File: src/rtl/pwm_motor_ctrl.sv
// Multi-channel PWM motor controller with per-channel duty ramping and safe direction reversal.
// All channels share one period counter, so every PWM edge stays in phase.
module pwm_motor_ctrl #(
   parameter int unsigned CH        = 2,
   parameter int unsigned CW        = 16,
   parameter int unsigned PERIOD    = 55555,
   parameter int unsigned DW        = 8,
   parameter int unsigned DUTY_MAX  = 100,
   parameter int unsigned RAMP_STEP = 1
) (
   input  logic             clk,
   input  logic             n_rst,
   input  logic [CH-1:0]    en,
   input  logic [CH-1:0]    dir,
   input  logic [CH*DW-1:0] duty,
   output logic [CH-1:0]    pwm_out,
   output logic [CH-1:0]    dir_out,
   output logic [CH-1:0]    motor_en,
   output logic [CH-1:0]    at_target,
   output logic             period_tick
);

   localparam int unsigned STEP   = PERIOD / DUTY_MAX;
   localparam int unsigned RS_CL  = (RAMP_STEP > DUTY_MAX) ? DUTY_MAX : RAMP_STEP;
   localparam logic [CW-1:0] LAST   = CW'(PERIOD - 1);
   localparam logic [CW-1:0] STEP_W = CW'(STEP);
   localparam logic [DW-1:0] DMAX   = DW'(DUTY_MAX);
   localparam logic [DW-1:0] RS     = DW'(RS_CL);

   typedef enum logic [1:0] {S_OFF, S_RUN, S_REV} state_e;

   logic [CW-1:0] cnt_q, cnt_d;
   logic          tick_q;
   logic          boundary_c;
   state_e        state_q [CH];
   state_e        state_d [CH];
   logic [DW-1:0] cur_q [CH];
   logic [DW-1:0] cur_d [CH];
   logic [DW-1:0] tgt_q [CH];
   logic [DW-1:0] tgt_d [CH];
   logic [CH-1:0] dir_q, dir_d, pwm_q, pwm_d, men_q, men_d, att_q, att_d;
   logic [DW-1:0] duty_c, clamp_c;
   logic [CW-1:0] cmp_c;

   // Step cur toward tgt by at most RS; the step is capped by the distance, so no overshoot.
   function automatic logic [DW-1:0] ramp_to(input logic [DW-1:0] cur, input logic [DW-1:0] tgt);
      logic [DW-1:0] diff;
      if (cur < tgt) begin
         diff    = tgt - cur;
         ramp_to = cur + ((diff < RS) ? diff : RS);
      end else begin
         diff    = cur - tgt;
         ramp_to = cur - ((diff < RS) ? diff : RS);
      end
   endfunction

   always_comb begin
      boundary_c = (cnt_q == LAST);
      cnt_d      = boundary_c ? '0 : cnt_q + CW'(1);
   end

   // Per-channel state machine; en low overrides everything, duty only matters at boundaries.
   always_comb begin
      dir_d   = dir_q;
      pwm_d   = '0;
      duty_c  = '0;
      clamp_c = '0;
      cmp_c   = '0;
      for (int i = 0; i < CH; i++) begin
         state_d[i] = state_q[i];
         cur_d[i]   = cur_q[i];
         duty_c     = duty[i*DW +: DW];
         clamp_c    = (duty_c > DMAX) ? DMAX : duty_c;
         tgt_d[i]   = boundary_c ? clamp_c : tgt_q[i];
         if (!en[i]) begin
            state_d[i] = S_OFF;
            cur_d[i]   = '0;
         end else begin
            case (state_q[i])
               S_OFF: begin
                  dir_d[i]   = dir[i];
                  state_d[i] = S_RUN;
               end
               S_RUN: begin
                  if (dir[i] != dir_q[i]) state_d[i] = S_REV;
                  else if (boundary_c)    cur_d[i]   = ramp_to(cur_q[i], clamp_c);
               end
               S_REV: begin
                  if (boundary_c) begin
                     if (cur_q[i] == '0) begin
                        dir_d[i]   = dir[i];
                        state_d[i] = S_RUN;
                     end else begin
                        cur_d[i] = ramp_to(cur_q[i], '0);
                     end
                  end
               end
               default: state_d[i] = S_OFF;
            endcase
         end
         // DUTY_MAX*STEP <= PERIOD < 2^CW, so the product fits in CW bits.
         cmp_c    = CW'(cur_q[i]) * STEP_W;
         pwm_d[i] = en[i] && (state_q[i] != S_OFF) && (cnt_q < cmp_c);
      end
   end

   always_comb begin
      men_d = '0;
      att_d = '0;
      for (int i = 0; i < CH; i++) begin
         men_d[i] = (state_d[i] != S_OFF);
         att_d[i] = (state_d[i] == S_RUN) && (cur_d[i] == tgt_d[i]);
      end
   end

   always_ff @(posedge clk or negedge n_rst) begin
      if (!n_rst) begin
         cnt_q  <= '0;
         tick_q <= 1'b0;
         dir_q  <= '0;
         pwm_q  <= '0;
         men_q  <= '0;
         att_q  <= '0;
         for (int i = 0; i < CH; i++) begin
            state_q[i] <= S_OFF;
            cur_q[i]   <= '0;
            tgt_q[i]   <= '0;
         end
      end else begin
         cnt_q  <= cnt_d;
         tick_q <= boundary_c;
         dir_q  <= dir_d;
         pwm_q  <= pwm_d;
         men_q  <= men_d;
         att_q  <= att_d;
         for (int i = 0; i < CH; i++) begin
            state_q[i] <= state_d[i];
            cur_q[i]   <= cur_d[i];
            tgt_q[i]   <= tgt_d[i];
         end
      end
   end

   assign pwm_out     = pwm_q;
   assign dir_out     = dir_q;
   assign motor_en    = men_q;
   assign at_target   = att_q;
   assign period_tick = tick_q;

endmodule
File: config.mk
export PLATFORM = sky130hd
export DESIGN_NAME = pwm_motor_ctrl
export DESIGN_NICKNAME = d
export VERILOG_FILES = /design/src/rtl/pwm_motor_ctrl.sv
export SDC_FILE = /design/constraint.sdc
export NUM_CORES = 1
export LEC_CHECK = 0
export ABC_CLOCK_PERIOD_IN_PS = 10400
export CAP_MARGIN = 40
export CORE_MARGIN = 2
export CORE_UTILIZATION = 55
export CTS_BUF_LIST = sky130_fd_sc_hd__clkbuf_16
export DETAILED_ROUTE_END_ITERATION = 8
export PLACE_DENSITY = 0.73
export SLEW_MARGIN = 10
export SYNTH_ARGS = -nofsm -noshare
export SYNTH_HDL_FRONTEND = slang
export SYNTH_SLANG_ARGS = --single-unit
File: constraint.sdc
create_clock -name clk -period 10.4 [get_ports clk]
set_input_delay 2.08 -clock clk [delete_from_list [all_inputs] [get_ports clk]]
set_output_delay 2.08 -clock clk [all_outputs]
set_load 0.02 [all_outputs]
==> out/metrics.sh, run 1 <==
OUTCOME='complete, no violations'
MAXSLEWHEADROOM_PCT=48.6
DETAILEDPLACEMENTHPWL_UM=17900
GRTUSAGETOTAL_PCT=26.2
WORST-SLEW-PIN-TRANSITION_NS=0.771
SYNTH_COMPOUND_AREA_SHARE_PCT=19.5
ENDPOINT_KIND='register'
ROOT_BUFFER='sky130_fd_sc_hd__clkbuf_16'
MAX_CAP_VIOL_COUNT=0
POST-ROUTE-PERIOD-UTIL_PCT=69.9
REQUIRED_NS=10.63
TIMING.FINAL.HOLD_VIOLATIONS=0
GLOBALROUTE.TOTALOVERFLOW=0
GRT_MAX_DEGREE=62
TRITONCTS_CLOCK_TREE='done'
SYNTH_TOP_FAMILY_BY_AREA='adder cells'
IR_DROP_mV=0.126
ROUTABILITYCONGESTION=0.926
PORTBUFFERS=30
SYNTHCELLS=1126
VIAS=8283
DETAILED_ROUTE_DRC_ERROR_COUNT=0
FINAL_LAYOUT_SIZE_SUFFIX_GT1_SHARE_PCT=5.57
COUNT_OF_FLIP_FLOPS_WITH_A_BUILT_IN_ENABLE_AFTER_SYNTHESIS=0
R2R_SETUP_SLACK_NS=4.84
SWSHARE_PCT=42.4
CRITICAL_PATH.SLOWEST_CELL='sky130_fd_sc_hd__nor4b_2'
FIN_WORST_SKEW_NS=0.00607
WIDTH_OF_THE_CHIP_UM=134
HTREEDEPTH=3
P_LEAK_uW=0.00498
SETUP_VIOL=0
DETAIL-ROUTE-ANTENNA-NETS=0
IO-PIN-COUNT=31
WORST_HOLD_SLACK_NS=0.491
FINAL.MIN_CLOCK_PERIOD_NS=7.27
SYNTH-XOR-AREA-SHARE_PCT=6.47
SETUP_REPAIR_AFTER_GLOBAL_ROUTING_MISSED_ITS_MARGIN='no'
SYNTH-MAIN-FF-CELL='sky130_fd_sc_hd__dfrtp_1'
VIAS_IN_THE_FIRST_GLOBAL_ROUTE=7771
INTERNAL_POWER_uW=656
POST_SYNTH_FA_HA_MAJ_AREA_FRACTION_PCT=30.7
CRIT_PATH_MAX_INCR_DELAY_NS=0.59
POWER.COMBINATIONAL.FRACTION_PCT=49.0
POWER.SWITCHING_uW=482
SEQUENTIAL_POWER_SHARE_PCT=25.4
CORE_AREA_UM2=16600
CLOCK_SINKS=61
PATH_CLASS='in2reg'
WORSTPATHMAXFANOUT=7
FLOORPLAN.DIE.HEIGHT_UM=134
ROUTED_WIRE_LENGTH_PER_INSTANCE_UM=16.9
ASYNCSETRESETFLOPFRACSYNTH_PCT=100
AREA_GROWTH_SYN_TO_LAYOUT_PCT=8.38
ANTENNA_FOUND_INITIAL=0
NUMCTSBUFFERS=9
CTS.PATH.MAX_BUFFERS=2
SYNTH.LIB_CELLS_USED.DISTINCT=84
CLK_LATENCY_NS=0.33
WORST-ENDPOINT-ARRIVAL_NS=7.50
POST_CTS_BUFFERS=0
YS_SEQ_ELEMENTS=61
P_PER_AREA_nW_PER_UM2=112
SYNTHSIMPLEGATEAREAFRAC_PCT=18.5
MOST_FREQUENT_STANDARD_CELL_IN_THE_LAYOUT_EXCLUDING_FILL_AND_TAP_CELLS='sky130_fd_sc_hd__ha_1'
CP-START-KIND='input port'
TIMING.FINAL.MAX_SLEW_VIOLATIONS=0
MAX_CLOCK_FREQ_GHz=0.138
AVGSYNTHCELLAREA_UM2=8.30
TIMING.SETUP.TNS_NS=0
LAYOUT.NETS=1377
INITIAL_UTILIZATION_PCT=56.4
FP-ROW-COUNT=47
SYNTH_WARNINGS=0
VIA_PER_INST=6.05
INITIAL_DETAILED_ROUTING_VIOLATION_COUNT=797
YOSYS-MUX-AREA-FRACTION_PCT=1.91
NUMBER_OF_DIODES=0
CRIT_CHAIN='clkdlybuf4s50_1 > o21ai_0 > nand2_1 > a31oi_1 > nand2_1 > ha_1 > fa_1 > nor2b_1 > o21ai_0 > a21oi_1 > a31oi_1 > nor4b_2 > ha_1 > and2_1 > fa_1 > nand2b_1 > a21oi_1 > or2_2 > a41oi_1 > a311oi_1 > xnor2_1 > nand3_1 > nand4bb_1 > nor4_1'
DRT_PRE_ANTENNA_ITERS=6
GRT_PASS1_WL_UM=38500
SYNTH_SEQ_AREA_SHARE_PCT=16.3
POWER.CLOCK.FRACTION_PCT=25.6
CLK_PIN_SLEW_WORST_SETUP_HOLD_PATHS_NS=0.05
FLOORPLAN_DIE_AREA_UM2=18000
WORST_HOLD_PATH_TYPE='reg2reg'
POSTROUTEWIRELENGTH_UM=23100
COUNT_OF_CELLS_RESIZED_BY_POST_CTS_REPAIR=0
COMMONEST_NON_FILL_NON_TAP_CELLS_IN_THE_LAYOUT='sky130_fd_sc_hd__ha_1, sky130_fd_sc_hd__inv_1, sky130_fd_sc_hd__nand2_1'
SYNTH.CELL_AREA_UM2=9350
POST_CTS_HOLD_BUFFER_COUNT=0
metal layers:
layer | vias up | wire length, µm | GRT usage [%]
met4 | 0 | 733 | 10.2
met3 | 57 | 1200 | 3.85
li1 | 4050 | - | -
met1 | 3908 | 10300 | 35.4
met5 | - | 0 | 0
met2 | 268 | 10900 | 42.6
power groups by stage:
stage	clock network [µW]	logic [µW]	registers, µW
finish	292	558	289
global route	305	629	291
CTS	296	554	288
detailed placement	0	549	292
global placement	0	538	291
floorplan	0	408	286
registers in the layout, summed over array words and instances, names as in the netlist:
| name | cells |
|---|---|
| period_tick | 1 |
| motor_en | 2 |
| dir_out | 2 |
| tgt_q | 16 |
| cur_q | 16 |
| pwm_out | 2 |
| at_target | 2 |
| cnt_q | 16 |
| state_q | 4 |
metrics by stage:
| step | setup slack [ns] | util [%] | power (µW) | std cells | cell area, µm² |
|---|---|---|---|---|---|
| 2_1_floorplan | 3.75 | - | 694 | 1129 | 9360 |
| 3_3_place_gp | 3.00 | 59.3 | 830 | 1352 | 9830 |
| 3_5_place_dp | 2.84 | 59.3 | 841 | 1353 | 9840 |
| 4_1_cts | 3.16 | 61.1 | 1140 | 1369 | 10100 |
| 5_1_grt | 2.62 | 61.1 | 1230 | 1369 | 10100 |
| 6_report | 3.13 | 61.1 | 1140 | 1369 | 10100 |
worst max-delay path, delay by kind of cell:
| kind | cells | cell delay (ns) |
|---|---|---|
| simple gates | 10 | 1.96 |
| compound gates | 8 | 1.49 |
| fa+ha+maj | 4 | 1.38 |
| buf+inv | 1 | 0.41 |
| xor+xnor | 1 | 0.16 |
logic make-up (layout without fill, tap and decap cells):
kind of cell,count (synthesis),after routing
simple gates,342,342
buf+inv,159,179
flops,61,61
mux,17,17
other cells,1,4
xor+xnor,69,69
compound gates,266,266
fa+ha+maj,211,211
final timing paths:
path	from	to	cells after the start
worst min-delay path	cnt_q[0]	cnt_q[0]	1
worst max register to register	cur_q[10]	at_target[0]	20
worst max-delay path	duty[8]	at_target[1]	24
max in group asynchronous	n_rst	cur_q[2]	2
min in group asynchronous	n_rst	cnt_q[13]	2
worst min register to register	cnt_q[0]	cnt_q[0]	1
area by class of cell:
class | count | area, µm²
multi-input combinational | 909 | 7220
clock buffer | 9 | 225
inverter | 128 | 480
sequential | 61 | 1530
tap | 220 | 275
fill | 1500 | 6450
timing repair buffer | 35 | 333
clock inverter | 7 | 67.6
cell usage after synthesis (5+ instances only):
cell type | number | area (µm²)
sky130_fd_sc_hd__or3_1 | 6 | 37.5
sky130_fd_sc_hd__nand3_1 | 44 | 220
sky130_fd_sc_hd__or2_2 | 15 | 93.8
sky130_fd_sc_hd__ha_1 | 181 | 2260
sky130_fd_sc_hd__nand2_1 | 84 | 315
sky130_fd_sc_hd__o2111ai_1 | 5 | 43.8
sky130_fd_sc_hd__xor2_1 | 34 | 298
sky130_fd_sc_hd__xnor2_1 | 35 | 307
sky130_fd_sc_hd__o31ai_1 | 7 | 52.6
sky130_fd_sc_hd__fa_1 | 30 | 601
sky130_fd_sc_hd__mux2i_1 | 10 | 100
sky130_fd_sc_hd__nand4_1 | 11 | 68.8
sky130_fd_sc_hd__clkbuf_1 | 24 | 90.1
sky130_fd_sc_hd__nor3_1 | 23 | 115
sky130_fd_sc_hd__a31o_2 | 5 | 43.8
sky130_fd_sc_hd__a21o_1 | 18 | 135
sky130_fd_sc_hd__a21boi_0 | 5 | 37.5
sky130_fd_sc_hd__mux2_2 | 7 | 78.8
sky130_fd_sc_hd__and2_1 | 6 | 37.5
sky130_fd_sc_hd__o21ai_0 | 54 | 270
sky130_fd_sc_hd__nand2b_1 | 19 | 119
sky130_fd_sc_hd__o22ai_1 | 6 | 37.5
sky130_fd_sc_hd__nor4_1 | 14 | 87.6
sky130_fd_sc_hd__or4_1 | 5 | 37.5
sky130_fd_sc_hd__and3_1 | 9 | 56.3
sky130_fd_sc_hd__nor2_1 | 78 | 293
sky130_fd_sc_hd__a31oi_1 | 14 | 87.6
sky130_fd_sc_hd__dfrtp_1 | 61 | 1530
sky130_fd_sc_hd__a21oi_1 | 68 | 340
sky130_fd_sc_hd__nor2b_1 | 6 | 37.5
sky130_fd_sc_hd__o21a_1 | 8 | 60.1
sky130_fd_sc_hd__o21bai_1 | 11 | 82.6
sky130_fd_sc_hd__inv_1 | 128 | 480
sky130_fd_sc_hd__a311o_1 | 6 | 60.1
sky130_fd_sc_hd__o211ai_1 | 6 | 45.0
No activity file was read; power rests on OpenSTA's default activity.
==> run 2: changes to the inputs <==
ABC_CLOCK_PERIOD_IN_PS = 7620   (was 10400)
clock period = 7.62 ns   (was 10.4 ns; I/O delays follow)
==> out/metrics.sh, run 2 (synthesis gave the netlist of run 1 again) <==
TRITONCTS_CLOCK_TREE='done'
CTS.PATH.MAX_BUFFERS=2  # unchanged
FIN_CELLS=1371  # +0.15%
CLK_PIN_SLEW_WORST_SETUP_HOLD_PATHS_NS=0.06  # about the same
COMMONEST_NON_FILL_NON_TAP_CELLS_IN_THE_LAYOUT='sky130_fd_sc_hd__ha_1, sky130_fd_sc_hd__inv_1, sky130_fd_sc_hd__nand2_1'
GRT_PASS1_WL_UM=39100  # +1.8%
LARGEST_REGISTERS_RANKED_BY_FLIP_FLOP_COUNT='cnt_q x16, cur_q x16, tgt_q x16'
MAX_CLOCK_FREQ_GHz=0.148
DETAIL-ROUTE-ANTENNA-NETS=0  # unchanged
POST_CTS_HOLD_BUFFER_COUNT=0  # unchanged
DETAILED_ROUTE_DRC_ERROR_COUNT=0  # unchanged
MAXSLEWHEADROOM_PCT=47.4  # -1.2 points
FINAL.FILL_COUNT=1491  # -0.60%
WORST-SLEW-PIN-TRANSITION_NS=0.790  # +0.0186 ns
VIAS_IN_THE_FIRST_GLOBAL_ROUTE=7786  # +0.19%
WORST_HOLD_PATH_TYPE='reg2reg'
VIAS=8312  # +0.35%
NUMBER_OF_DIODES=0  # unchanged
TIMING.SETUP.TNS_NS=0  # unchanged
MAX_CAP_VIOL_COUNT=0  # unchanged
INITIAL_DETAILED_ROUTING_VIOLATION_COUNT=720  # -9.7%
PATH_CLASS='in2reg'
FLOORPLAN.DIE.HEIGHT_UM=134  # unchanged
DETAILEDPLACEMENTHPWL_UM=18300  # +2.0%
WORST_HOLD_SLACK_NS=0.490  # -0.000481 ns
HTREEDEPTH=3  # unchanged
MOST_FREQUENT_STANDARD_CELL_IN_THE_LAYOUT_EXCLUDING_FILL_AND_TAP_CELLS='sky130_fd_sc_hd__ha_1'
FIN_WORST_SKEW_NS=0.00368  # -0.00238 ns
POST-PLACE-CELLS=1355  # +0.15%
CP-START-KIND='input port'
IR_DROP_mV=0.0980  # -22%
TIMING.FINAL.MAX_SLEW_VIOLATIONS=0  # unchanged
FLOORPLAN_DIE_AREA_UM2=18000  # unchanged
COUNT_OF_CELLS_RESIZED_BY_POST_CTS_REPAIR=0  # unchanged
WORSTPATHMAXFANOUT=7  # unchanged
POSTROUTEWIRELENGTH_UM=23800  # +3.1%
REQUIRED_NS=7.85  # -2.78 ns
P_PER_AREA_nW_PER_UM2=158  # +40%
CLK_LATENCY_NS=0.33  # about the same
AREA_GROWTH_SYN_TO_LAYOUT_PCT=8.76
CORE_AREA_UM2=16600  # unchanged
ANTENNA_FOUND_INITIAL=0  # unchanged
SETUP_VIOL=0  # unchanged
PRECTSSETUPSLACK_NS=0.620  # -2.22 ns
WORST-ENDPOINT-ARRIVAL_NS=7.00  # -0.50 ns
GLOBALROUTE.TOTALOVERFLOW=0  # unchanged
LAYOUT.NETS=1379  # +0.15%
FP-ROW-COUNT=47  # unchanged
P_LEAK_uW=0.00500  # +0.48%
OUTCOME='complete, no violations'
FINAL_LAYOUT_SIZE_SUFFIX_GT1_SHARE_PCT=5.65  # +0.077 points
SETUP_REPAIR_AFTER_GLOBAL_ROUTING_MISSED_ITS_MARGIN='no'
PORTBUFFERS=30  # unchanged
FINAL.MIN_CLOCK_PERIOD_NS=6.77
GRTUSAGETOTAL_PCT=26.9  # +0.62 points
WIDTH_OF_THE_CHIP_UM=134  # unchanged
POST-ROUTE-PERIOD-UTIL_PCT=88.9
ROUTED_WIRE_LENGTH_PER_INSTANCE_UM=17.4  # +3.0%
TIMING.FINAL.HOLD_VIOLATIONS=0  # unchanged
INITIAL_UTILIZATION_PCT=56.4  # unchanged
ROOT_BUFFER='sky130_fd_sc_hd__clkbuf_16'
NUMCTSBUFFERS=9  # unchanged
IO-PIN-COUNT=31  # unchanged
ROUTABILITYCONGESTION=0.925  # about the same
POST_CTS_BUFFERS=0  # unchanged
GRT_MAX_DEGREE=62  # unchanged
FINAL_CRITICAL_PATH_SETUP_SLACK_NS=0.848  # -2.28 ns
DRT_PRE_ANTENNA_ITERS=6  # unchanged
VIA_PER_INST=6.06  # +0.20%
FINAL_UTIL_PCT=61.3  # +0.21 points
CLOCK_SINKS=61  # unchanged
ENDPOINT_KIND='register'
## run 2: per-layer routing
metal | wire length [µm] | GRT usage [%] | vias up | part of all wire [%]
met1 | 10800 | 37.6 | 3909 | 45
met5 | 0 | 0 | - | 0
li1 | - | - | 4051 | -
met3 | 1210 | 2.68 | 58 | 5.1
met4 | 758 | 9.94 | 0 | 3.2
met2 | 11100 | 43.1 | 294 | 46
## run 2: cell type report
type                    count  area, µm²  share of cell area, %
multi-input cells         909       7220                   71.0
flip-flops and latches     61       1530                   15.0
inverters                 128        480                   4.73
repair buffers             37        345                   3.40
well taps                 220        275                   2.71
clock buffers               9        225                   2.22
clock inverters             7       90.1                  0.886
## run 2: metrics by stage
step | area, µm² | total power, µW
floorplan | 9360 | 947
global placement | 9840 | 1140
detailed placement | 9850 | 1150
CTS | 10200 | 1600
global route | 10200 | 1720
finish | 10200 | 1600
## run 2: path summary, 6_finish.rpt
path                                from      endpoint  slack (ns)  cells after the start
worst max-delay path             duty[8]  at_target[1]        0.85                     24
worst min-delay path            cnt_q[0]      cnt_q[0]        0.49                      1
worst max register to register  cur_q[9]  at_target[0]        2.10                     19
worst min register to register  cnt_q[0]      cnt_q[0]        0.49                      1
max in group asynchronous          n_rst      tgt_q[9]        5.74                      2
min in group asynchronous          n_rst    pwm_out[1]        1.34                      2
## run 2: worst max-delay path: stages
cell	delay [ns]
sky130_fd_sc_hd__clkdlybuf4s50_1	0.41
sky130_fd_sc_hd__o21ai_0	0.16
sky130_fd_sc_hd__nand2_1	0.07
sky130_fd_sc_hd__a31oi_1	0.24
sky130_fd_sc_hd__nor2b_1	0.28
sky130_fd_sc_hd__inv_1	0.07
sky130_fd_sc_hd__ha_1	0.42
sky130_fd_sc_hd__nor2b_1	0.16
sky130_fd_sc_hd__o21ai_0	0.11
sky130_fd_sc_hd__a21oi_1	0.17
sky130_fd_sc_hd__a31oi_1	0.06
sky130_fd_sc_hd__nor4b_2	0.58
sky130_fd_sc_hd__ha_1	0.34
sky130_fd_sc_hd__and2_1	0.17
sky130_fd_sc_hd__fa_1	0.40
sky130_fd_sc_hd__nand2b_1	0.19
sky130_fd_sc_hd__a21oi_1	0.18
sky130_fd_sc_hd__or2_2	0.13
sky130_fd_sc_hd__a41oi_1	0.11
sky130_fd_sc_hd__a311oi_1	0.47
sky130_fd_sc_hd__xnor2_1	0.16
sky130_fd_sc_hd__nand3_1	0.08
sky130_fd_sc_hd__nand4bb_1	0.20
sky130_fd_sc_hd__nor4_1	0.30
## run 2: report_power, final
group	leakage, µW	switching, µW	total (µW)	internal [µW]
Sequential	0.000776	41.6	385	344
Combinational	0.00407	474	776	302
Clock	0.000159	157	442	285
Total	0.00500	673	1600	931
==> run 3: changes to the inputs <==
ABC_CLOCK_PERIOD_IN_PS = 6200   (was 7620)
CTS_CLUSTER_DIAMETER = 200   (was default)
PLACE_DENSITY = 0.76   (was 0.73)
clock period = 6.2 ns   (was 7.62 ns; I/O delays follow)
==> out/metrics.sh, run 3 (synthesis gave the netlist of run 1 again) <==
OUTCOME='complete, no violations'
FINAL_LAYOUT_SIZE_SUFFIX_GT1_SHARE_PCT=12.6  # +7.0 points
GRT_PASS1_WL_UM=40900  # +4.4%
WORST-ENDPOINT-ARRIVAL_NS=6.29  # -0.71 ns
WORST_HOLD_SLACK_NS=0.500  # +0.00950 ns
POST-ROUTE-PERIOD-UTIL_PCT=97.9
FINAL.MIN_CLOCK_PERIOD_NS=6.07
NUMBER_OF_DIODES=0  # unchanged
ROOT_BUFFER='sky130_fd_sc_hd__clkbuf_16'
NUMCTSBUFFERS=9  # unchanged
FLOORPLAN.DIE.HEIGHT_UM=134  # unchanged
ROUTED_WIRE_LENGTH_PER_INSTANCE_UM=17.3  # -0.46%
ROUTEDLENGTHMET1_UM=10400  # -3.5%
PORTBUFFERS=30  # unchanged
POWER.SWITCHING_uW=859  # +28%
TIMING.FINAL.HOLD_VIOLATIONS=0  # unchanged
PATH_CLASS='in2reg'
SWSHARE_PCT=42.6  # +0.68 points
WORST-SLEW-PIN-TRANSITION_NS=0.764  # -0.0262 ns
POST_CTS_HOLD_BUFFER_COUNT=0  # unchanged
WORST_HOLD_PATH_TYPE='reg2reg'
HIGHEST_LAYER='met4'
TRITONCTS_CLOCK_TREE='done'
GRTUSAGETOTAL_PCT=27.8  # +0.93 points
FP-ROW-COUNT=47  # unchanged
VIA_PER_INST=6.06  # -0.10%
WIDTH_OF_THE_CHIP_UM=134  # unchanged
LARGEST_REGISTERS_RANKED_BY_FLIP_FLOP_COUNT='cnt_q x16, cur_q x16, tgt_q x16'
CLOCK_SINKS=61  # unchanged
DRT_PRE_ANTENNA_ITERS=6  # unchanged
MOST_FREQUENT_STANDARD_CELL_IN_THE_LAYOUT_EXCLUDING_FILL_AND_TAP_CELLS='sky130_fd_sc_hd__ha_1'
REQUIRED_NS=6.42  # -1.43 ns
POWER.CLOCK.FRACTION_PCT=25.0  # -2.5 points
MET3_LENGTH_UM=1570  # +30%
LAYOUT.NETS=1442  # +4.6%
TIMING.SETUP.TNS_NS=0  # unchanged
AREA_GROWTH_SYN_TO_LAYOUT_PCT=15.1
INITIAL_UTILIZATION_PCT=56.4  # unchanged
TIMING.FINAL.MAX_SLEW_VIOLATIONS=0  # unchanged
DETAILEDPLACEMENTHPWL_UM=19100  # +4.7%
ANTENNA_FOUND_INITIAL=0  # unchanged
FLOORPLAN_DIE_AREA_UM2=18000  # unchanged
POSTROUTEWIRELENGTH_UM=24800  # +4.1%
INITIAL_DETAILED_ROUTING_VIOLATION_COUNT=788  # +9.4%
DR_WL_MET2_UM=12000  # +8.4%
CTS.PATH.MAX_BUFFERS=2  # unchanged
VIAS_IN_THE_FIRST_GLOBAL_ROUTE=8448  # +8.5%
DETAIL-ROUTE-ANTENNA-NETS=0  # unchanged
CLK_LATENCY_NS=0.33  # about the same
GLOBALROUTE.TOTALOVERFLOW=0  # unchanged
IR_DROP_mV=0.155  # +58%
INTERNAL_POWER_uW=1160  # +24%
SEQUENTIAL_POWER_SHARE_PCT=23.0  # -1.0 points
POWER.COMBINATIONAL.FRACTION_PCT=52.0  # +3.6 points
HTREEDEPTH=3  # unchanged
WORSTPATHMAXFANOUT=5  # -2
ROUTABILITYCONGESTION=1.00  # +8.0%
CP-START-KIND='input port'
P_PER_AREA_nW_PER_UM2=187  # +19%
ENDPOINT_KIND='register'
MAX_CAP_VIOL_COUNT=0  # unchanged
CORE_AREA_UM2=16600  # unchanged
MAX_CLOCK_FREQ_GHz=0.165
IO-PIN-COUNT=31  # unchanged
DETAILED_ROUTE_DRC_ERROR_COUNT=0  # unchanged
SETUP_VIOL=0  # unchanged
MAXSLEWHEADROOM_PCT=49.1  # +1.7 points
FIN_WORST_SKEW_NS=0.00746  # +0.00377 ns
GRT_MAX_DEGREE=62  # unchanged
P_LEAK_uW=0.00534  # +6.7%
CLK_PIN_SLEW_WORST_SETUP_HOLD_PATHS_NS=0.06  # about the same
VIAS=8685  # +4.5%
COMMONEST_NON_FILL_NON_TAP_CELLS_IN_THE_LAYOUT='sky130_fd_sc_hd__ha_1, sky130_fd_sc_hd__inv_1, sky130_fd_sc_hd__nand2_1'
==> run 3: power by group through the flow <==
stage / registers (µW) / logic, µW / clock network (µW)
2_1_floorplan: 479 / 685 / 0
4_1_cts: 462 / 1020 / 512
6_report: 463 / 1050 / 504
3_5_place_dp: 469 / 1010 / 0
3_3_place_gp: 468 / 992 / 0
5_1_grt: 465 / 1170 / 531
==> run 3: metrics by stage <==
stage	setup slack [ns]	power (µW)	instances	util [%]	instance area, µm²
final	0.130	2020	1434	64.8	10800
after global routing	-0.0519	2170	1434	64.8	10800
after CTS	0.0329	2000	1427	63.7	10600
after detailed placement	-0.250	1480	1411	61.9	10300
after global placement	-0.164	1460	1410	61.9	10300
after floorplan	0.390	1160	1129	-	9360
==> run 3: area by class of cell <==
class / instances / area [µm²]
Tap cell: 220 / 275
Inverter: 128 / 480
Clock buffer: 9 / 225
Clock inverter: 7 / 75.1
Multi-Input combinational cell: 909 / 7340
Sequential cell: 61 / 1530
Timing Repair Buffer: 100 / 828
Fill cell: 1451 / 5830
==> run 3: critical path, cell delays in order <==
cell                              delay (ns)
sky130_fd_sc_hd__clkdlybuf4s50_1        0.49
sky130_fd_sc_hd__nor2_1                 0.07
sky130_fd_sc_hd__a21o_1                 0.20
sky130_fd_sc_hd__nand2_2                0.11
sky130_fd_sc_hd__ha_4                   0.14
sky130_fd_sc_hd__fa_2                   0.19
sky130_fd_sc_hd__nor2b_1                0.04
sky130_fd_sc_hd__o21a_1                 0.18
sky130_fd_sc_hd__or4_1                  0.47
sky130_fd_sc_hd__a2111o_1               0.47
sky130_fd_sc_hd__buf_4                  0.18
sky130_fd_sc_hd__o21ai_0                0.17
sky130_fd_sc_hd__ha_1                   0.29
sky130_fd_sc_hd__or2_2                  0.34
sky130_fd_sc_hd__a21o_1                 0.19
sky130_fd_sc_hd__o31a_1                 0.12
sky130_fd_sc_hd__or4_4                  0.43
sky130_fd_sc_hd__nor4_4                 0.30
sky130_fd_sc_hd__nor3_2                 0.08
sky130_fd_sc_hd__o41ai_2                0.05
sky130_fd_sc_hd__buf_4                  0.17
sky130_fd_sc_hd__xor2_1                 0.07
sky130_fd_sc_hd__a2111oi_2              0.29
==> run 3: metal layers <==
layer | up-vias | track usage (%)
met1 | 4078 | 36.2
met2 | 354 | 46.4
met4 | 0 | 11.5
met5 | - | 0
li1 | 4180 | -
met3 | 73 | 3.89
==> run 3: final timing paths <==
check | start | endpoint | slack (ns) | depth (start not counted)
min in group asynchronous | n_rst | cnt_q[11] | 1.05 | 2
worst min register to register | cnt_q[0] | cnt_q[0] | 0.50 | 1
worst max-delay path | duty[4] | at_target[0] | 0.13 | 23
worst min-delay path | cnt_q[0] | cnt_q[0] | 0.50 | 1
worst max register to register | cur_q[8] | at_target[0] | 1.00 | 21
max in group asynchronous | n_rst | tgt_q[9] | 4.63 | 2
==> run 3: what timing repair did <==
item | in CTS | in global routing
pin swaps | 2 | 20
setup buffers | 0 | 7
resized for setup | 0 | 32
endpoints found under the hold margin | 0 | 0
setup endpoints to repair | 1 | 3
==> patch: new RTL, flow settings as in run 2 <==
Register the output `pwm_out` once more, cleared by the reset; this adds one clock of latency there. The other outputs are not delayed to match.
--- a/src/rtl/pwm_motor_ctrl.sv
+++ b/src/rtl/pwm_motor_ctrl.sv
@@ -142,5 +142,11 @@
    end
 
-   assign pwm_out     = pwm_q;
+   always_ff @(posedge clk or negedge n_rst) begin
+      if (!n_rst) begin
+         pwm_out <= '0;
+      end else begin
+         pwm_out <= pwm_q;
+      end
+   end
    assign dir_out     = dir_q;
    assign motor_en    = men_q;
Formal check against the unedited RTL: no difference found for any inputs over 4 cycles, from zero or initial values and one cycle with n_rst low; that may be too few to reach the edited logic, so the function may still have changed.
==> patch against run 2 <==
Non-clock buffer count shrank 2. Power shrank 17%. Maximum frequency shrank 3.2%. Wire length shrank 9.1%. Cell area shrank 2.1%. Critical path depth grew 3. First-iteration DRC count shrank 16%. Synthesized area shrank 2.2%. Sequential cell count grew 2. Clock power shrank 6.6%. Worst setup slack lost 0.22 ns. Critical path type unchanged. Critical endpoint is now at_target[0].
==> patch: results (changes against run 2) <==
Outcome
  • Outcome: completed

Setup path
  • Flop-to-flop setup slack: 1.90 ns (-0.20 ns)
  • Worst Path Arrival: 7.23 ns (+0.23 ns)
  • Worst-path cell with the longest stage delay: a2111oi_0
  • CP Max Fanout: 3 (-4)
  • Critical R2R Capture: at_target[0]
  • Category of cells accounting for the largest share of critical-path delay: compound AO/OA/AOI/OAI gates
  • Max stage delay on crit path: 0.49 ns (-0.09 ns)
  • Path depth of the worst reg2reg path: 21 (+2)

CTS
  • Post-CTS repair timing setup buffer count: 0 (unchanged)
  • CTS H-tree lvls: 3 (unchanged)
  • Clock tree root driver cell: clkbuf_16

Global routing
  • Global-route usage over all layers: 25.3% (-1.5 points)
  • M2 GR Usage: 43.3% (+0.24 points)
  • Pin count of the biggest net entering global routing: 64 (+3.2%)
  • Number of global-route vias before repair: 7613 (-2.2%)
  • Met3 track demand over resource: 2.72% (+0.037 points)
  • Grt met1 use: 33.0% (-4.6 points)
  • Initial antenna violation count: 0 (unchanged)
  • Global-route wire length before repair: 36.6 mm (-6.5%)

Route
  • Vias after detailed routing: 7888 (-5.1%)
  • Number of vias per cell: 5.93 (-2.2%)
  • Detail Route met2 WL: 10.3 mm (-6.4%)
  • Final WL: 21.7 mm (-9.1%)
  • Detailed-routed wire length on met3: 906 um (-25%)
  • Iteration-0 DRC count of the detailed router: 608 (-16%)
  • Met1 WL: 9.76 mm (-9.7%)
  • Top metal layer carrying routed signals: met4

Placement
  • Placed Cells: 1314 (-3.0%)
  • Routability Congestion: 0.911 (-1.6%)
  • DP Wirelength: 17.1 mm (-6.5%)

Worst hold path
  • Capture endpoint of the worst hold path: pwm_out[0]
  • Start point of the worst hold path: pwm_q[0]
  • Cell depth of the worst hold path: 0 (-1)

Power
  • Leakage dissipation: 5.05 nW (+0.93%)
  • IR Drop Worst-Case VDD: 0.113 mV (+15%)

STA
  • Clock Skews: 0.0106 ns (+0.00696 ns)
  • Worst Hold Slack: 0.347 ns (-0.143 ns)
  • Max-slew headroom: 45.6% (-1.8 points)

Yosys
  • Syn_area_per_cell: 8.44 sq um (+1.6%)
  • Leading cell types by total area after synthesis: ha_1, dfrtp_1, fa_1
  • Commonest cells in the netlist: ha_1, inv_1, nor2_1
  • Sequential share of the synthesized area: 17.3% (+0.92 points)
  • Number of different library cells in the post-synthesis netlist: 72 (-14%)

Layout
  • Largest regs: cnt_q (16), cur_q (16), tgt_q (16)
  • Fraction of layout instances using a drive strength above 1: 3.96% (-1.7 points)
  • Nets: 1337 (-3.0%)
patch: cell count changes in the layout (fill, tap and decap cells not counted), sizes merged, moves of 7 or more:
cell / change
o21bai: -9
nand2: -19
a21oi: -18
nor2b: +12
or2: -11
nand4: +7
nand3: -19
o21ai: +7
a21o: +17
nor3: -13
patch: cell type report:
cell class / instances / area [sq um]
Clock buffer: 9 / 225
Sequential cell: 63 / 1580
Multi-Input combinational cell: 863 / 6960
Clock inverter: 7 / 77.6
Timing Repair Buffer: 35 / 333
Tap cell: 220 / 275
Fill cell: 1465 / 6460
Inverter: 133 / 499
patch: worst max path at each step:
stage,slack [ns],start,cells past startpoint,endpoint
3_3_place_gp,0.57,duty[4],27,at_target[0]
5_1_grt,0.34,duty[4],24,at_target[0]
2_1_floorplan,1.37,duty[4],26,at_target[0]
3_5_place_dp,0.39,duty[4],27,at_target[0]
6_report,0.63,duty[4],27,at_target[0]
4_1_cts,0.73,duty[4],27,at_target[0]
patch: logic make-up (layout without fill, tap and decap cells):
group           count (synthesis)  count (layout)  synth area share, %
simple gates                  314             314                 18.2
compound gates                258             258                 18.9
fa+ha+maj                     210             210                 31.2
buf+inv                       160             184                 6.75
flops                          63              63                 17.3
xor+xnor                       62              62                 5.94
mux                            15              15                 1.74
other cells                     1               4               0.0410
patch: power breakdown:
group	switching (mW)	leakage (nW)	internal [mW]	total [mW]
clock network	0.157	0.147	0.256	0.413
registers	0.0400	0.798	0.357	0.397
logic	0.321	4.10	0.199	0.520
total	0.517	5.05	0.812	1.33
patch: through the flow:
step                area (sq um)  worst slack [ns]  utilization (%)
finish                      9950             0.627             60.6
global route                9950             0.343             60.6
CTS                         9950             0.728             60.6
detailed placement          9640             0.386             58.8
global placement            9640             0.569             58.8
floorplan                   9150              1.37                -
